<file path="config.mk">
export PLATFORM = sky130hd
export DESIGN_NAME = demux_1_3_stream
export DESIGN_NICKNAME = d
export VERILOG_FILES = /design/src/rtl/demux_1_3_stream.sv
export SDC_FILE = /design/constraint.sdc
export NUM_CORES = 1
export LEC_CHECK = 0
export CORE_MARGIN = 2
export CORE_UTILIZATION = 51
export CTS_BUF_LIST = sky130_fd_sc_hd__clkbuf_8
export CTS_CLUSTER_SIZE = 10
export DETAILED_ROUTE_END_ITERATION = 16
export DONT_BUFFER_PORTS = 1
export PLACE_DENSITY = 0.69
export SLEW_MARGIN = 20
export SYNTH_ARGS = -nofsm -noshare
export SYNTH_HDL_FRONTEND = slang
export SYNTH_SLANG_ARGS = --single-unit
</file>
<file path="constraint.sdc">
create_clock -name clk -period 1.4 [get_ports clk]
set_clock_uncertainty 0.2 [all_clocks]
set_input_delay 0.21 -clock clk [delete_from_list [all_inputs] [get_ports clk]]
set_output_delay 0.21 -clock clk [all_outputs]
set_load 0.02 [all_outputs]
</file>
<file path="src/rtl/demux_1_3_stream.sv">
// Registered 1-to-3 stream demux: each channel owns a one-entry buffer, 1-cycle accept-to-output latency.
// Backpressure: in_ready follows only the selected channel (free or draining); select 2'b11 is always accepted and dropped.
module demux_1_3_stream #(
    parameter int WIDTH = 3,
    parameter int CNT_W = 8
) (
    input  logic             clk,
    input  logic             reset,
    input  logic [1:0]       s,
    input  logic [WIDTH-1:0] d,
    input  logic             in_valid,
    output logic             in_ready,
    output logic [WIDTH-1:0] y0,
    output logic [WIDTH-1:0] y1,
    output logic [WIDTH-1:0] y2,
    output logic             v0,
    output logic             v1,
    output logic             v2,
    input  logic             r0,
    input  logic             r1,
    input  logic             r2,
    output logic [CNT_W-1:0] drop_cnt,
    output logic             drop
);

    logic       accept;
    logic [2:0] wr;
    logic       is_drop;

    // A full buffer can still take a word in the cycle its consumer drains it.
    always_comb begin
        in_ready = 1'b1;
        case (s)
            2'd0:    in_ready = ~v0 | r0;
            2'd1:    in_ready = ~v1 | r1;
            2'd2:    in_ready = ~v2 | r2;
            default: in_ready = 1'b1;
        endcase
    end

    // Gating with in_valid first keeps an unknown s/d from reaching state while idle.
    assign accept  = in_valid & in_ready;
    assign wr[0]   = accept & (s == 2'd0);
    assign wr[1]   = accept & (s == 2'd1);
    assign wr[2]   = accept & (s == 2'd2);
    assign is_drop = accept & (s == 2'd3);

    always_ff @(posedge clk) begin
        if (reset) begin
            y0       <= '0;
            y1       <= '0;
            y2       <= '0;
            v0       <= 1'b0;
            v1       <= 1'b0;
            v2       <= 1'b0;
            drop     <= 1'b0;
            drop_cnt <= '0;
        end else begin
            if (wr[0]) begin
                y0 <= d;
                v0 <= 1'b1;
            end else if (r0) begin
                v0 <= 1'b0;
            end

            if (wr[1]) begin
                y1 <= d;
                v1 <= 1'b1;
            end else if (r1) begin
                v1 <= 1'b0;
            end

            if (wr[2]) begin
                y2 <= d;
                v2 <= 1'b1;
            end else if (r2) begin
                v2 <= 1'b0;
            end

            drop <= is_drop;
            if (is_drop && (drop_cnt != {CNT_W{1'b1}}))
                drop_cnt <= drop_cnt + CNT_W'(1);
        end
    end

endmodule

</file>
==> impl_metrics.env <==
export IMPL_track_usage_pct=17.5
export IMPL_ys_types=29
export IMPL_avgSynthCellArea_um2=9.71
export IMPL_cp_start_kind="register"
export IMPL_cts_buffers=3
export IMPL_drt_iter0_drc=7
export IMPL_dr_total_vias=748
export IMPL_drc=0
export IMPL_clkSinkCount=21
export IMPL_fmax_ghz=0.692
export IMPL_vias_per_cell=5.58
export IMPL_synth_ff_type="dfxtp_1"
export IMPL_grt_start_max_net_pins=21
export IMPL_fin_crit_ns=1.44
export IMPL_n_antenna_cell=0
export IMPL_pre_cts_ws_ns=0.0239
export IMPL_violations="negative setup slack"
export IMPL_port_buffers=0
export IMPL_place_congestion=0.803
export IMPL_reg2reg_from="drop_cnt[0]"
export IMPL_worstHoldStart="r1"
export IMPL_clockBufferDepth=2
export IMPL_final_core_util_pct=73.3
export IMPL_final_common_cell="nor2_1"
export IMPL_antenna_left=0
export IMPL_avgRoutedWirePerCell_um=14.2
export IMPL_hpwlAfterDp_um=1260
export IMPL_rsz0062_at_grt="true"
export IMPL_nets=130
export IMPL_yosysSeqAreaShare_pct=46.5
export IMPL_status="finished with violations"
export IMPL_core_area_um2=1690
export IMPL_synth_edf_count=0
export IMPL_period_share_pct=103
export IMPL_synthArstFlopShare_pct=0
export IMPL_globalRoute_totalOverflow=0
export IMPL_clkLatencyLatePin_ns=0.25
export IMPL_crit_start="drop_cnt[0]"
export IMPL_synth_seq_cells=21
export IMPL_drv_cap=0
export IMPL_critPathCaptureType="register"
export IMPL_hp_class="in -> reg"
export IMPL_die_h_um=46.1
export IMPL_yosys_warnings=0
export IMPL_finalWirelength_um=1910
export IMPL_start_util_pct=53.5
export IMPL_leakage_nw=0.497
export IMPL_cts_tree="built"
export IMPL_design_die_area_um2=2120
export IMPL_root_buffer="clkbuf_8"
export IMPL_layout_common_cells="18 x nor2_1, 17 x buf_4, 12 x dfxtp_1"
export IMPL_num_rows=15
export IMPL_ir_drop_v=0.000833
export IMPL_drive_gt1_share_pct=34.2
export IMPL_htree_levels=1
export IMPL_grt_pass1_wl_um=2720
export IMPL_grt_pass1_vias=681
export IMPL_slew_headroom_pct=52.1
export IMPL_arrival_ns=1.36
export IMPL_fin_ws_ns=-0.0448
export IMPL_cp_required_ns=1.32
export IMPL_crit_type="reg -> reg"
export IMPL_drt_first_pass_iters=4
export IMPL_antenna_found_initial=0
export IMPL_netlist_area_um2=903
export IMPL_timing_hold_ws_ns=0.0837
export IMPL_postPlaceCellArea_um2=1040
export IMPL_setup_viol=8
export IMPL_syn_to_final_growth_pct=37.1
export IMPL_hold_viol_final=0
export IMPL_fin_tns_setup_ns=-0.167
export IMPL_ioPinCount=33
export IMPL_synth_nets=105
export IMPL_cts_clk_slew_worst_paths_ns=0.07
export IMPL_syn_instance_count=93
export IMPL_crit_fanout=8
export IMPL_fin_area_um2=1240
export IMPL_maxSlewViolCount=0
export IMPL_die_x_um=46.1
export IMPL_cellPowerDensity_nw_per_um2=893
export IMPL_worst_pin_slew_ns=0.718
export IMPL_fillers=121
==> path summary, 6_finish.rpt <==
check	to	slack [ns]	depth (start not counted)
setup reg to reg	drop_cnt[2]	-0.04	5
hold reg to reg	drop_cnt[6]	0.26	1
setup / recovery	drop_cnt[2]	-0.04	5
hold / removal	v1	0.08	3
==> Yosys cell counts (2+ instances only) <==
| library cell | instances | area [µm²] |
|---|---|---|
| a21oi_1 | 3 | 15.0 |
| nand2_1 | 2 | 7.51 |
| mux2i_1 | 11 | 110 |
| nor2_1 | 18 | 67.6 |
| xor2_1 | 6 | 52.6 |
| nand3b_1 | 2 | 15.0 |
| dfxtp_1 | 21 | 420 |
| and3_1 | 2 | 12.5 |
| o2111ai_1 | 2 | 17.5 |
| buf_2 | 2 | 10.0 |
| o21ai_0 | 2 | 10.0 |
| o211ai_1 | 2 | 15.0 |
| nand2b_1 | 3 | 18.8 |
| clkbuf_1 | 2 | 7.51 |
==> metal layers <==
metal  up-vias  GRT usage, %  part of all wire (%)
li1        373             -                     -
met1       353          20.5                    44
met2        20          30.3                    49
met3         2          4.71                   6.4
met4         0          6.29                  0.63
met5         -             0                     0
==> flip-flops by register name (all words and copies together) (netlist names) <==
register  count
v1            1
v0            1
drop_cnt      8
y0            3
y2            3
v2            1
drop          1
y1            3
==> critical path, cell delays in order, from the launching register on <==
cell      delay [ns]
dfxtp_4         0.37
ha_4            0.15
nand3_4         0.14
o211ai_1        0.22
xor2_1          0.18
nor2_1          0.06
==> metrics by stage <==
stage	total power, W	std cells
global route	0.00115	134
detailed placement	0.000704	118
floorplan	0.000697	93
CTS	0.00111	132
finish	0.00111	134
global placement	0.000703	118
==> repair_timing <==
item,CTS,global route
setup endpoints to repair,1,21
buffers inserted,2,2
pin swaps,0,6
gates cloned,0,0
endpoints found under the hold margin,21,0
resized for setup,3,8
hold buffers,8,0
==> kinds of logic (layout without fill, tap and decap cells) <==
family	count (synthesis)	after routing	share of synthesized area [%]
and+or+nand+nor	37	37	22.3
DFF	21	21	46.5
AOI/OAI and AO/OA	11	11	8.17
muxes	11	11	12.2
xor gates and xnor gates	6	6	5.82
buffers and inverters	6	30	3.60
adders and majority gates	1	1	1.38
==> layout make-up <==
type | count | area [µm²] | area share (%)
clock buffer | 3 | 41.3 | 3.33
clock inverter | 1 | 5.00 | 0.404
inverter | 1 | 3.75 | 0.303
multi-input combinational | 66 | 508 | 41.0
sequential | 21 | 447 | 36.1
tap | 17 | 21.3 | 1.72
timing repair buffer | 25 | 213 | 17.2
==> where the power goes <==
| group | switching, W | internal, W | total, W |
|---|---|---|---|
| clock network | 0.000185 | 0.000198 | 0.000383 |
| registers | 0.0000217 | 0.000602 | 0.000624 |
| logic | 0.0000495 | 0.0000498 | 0.0000992 |
(Power assumes the default switching activity.)
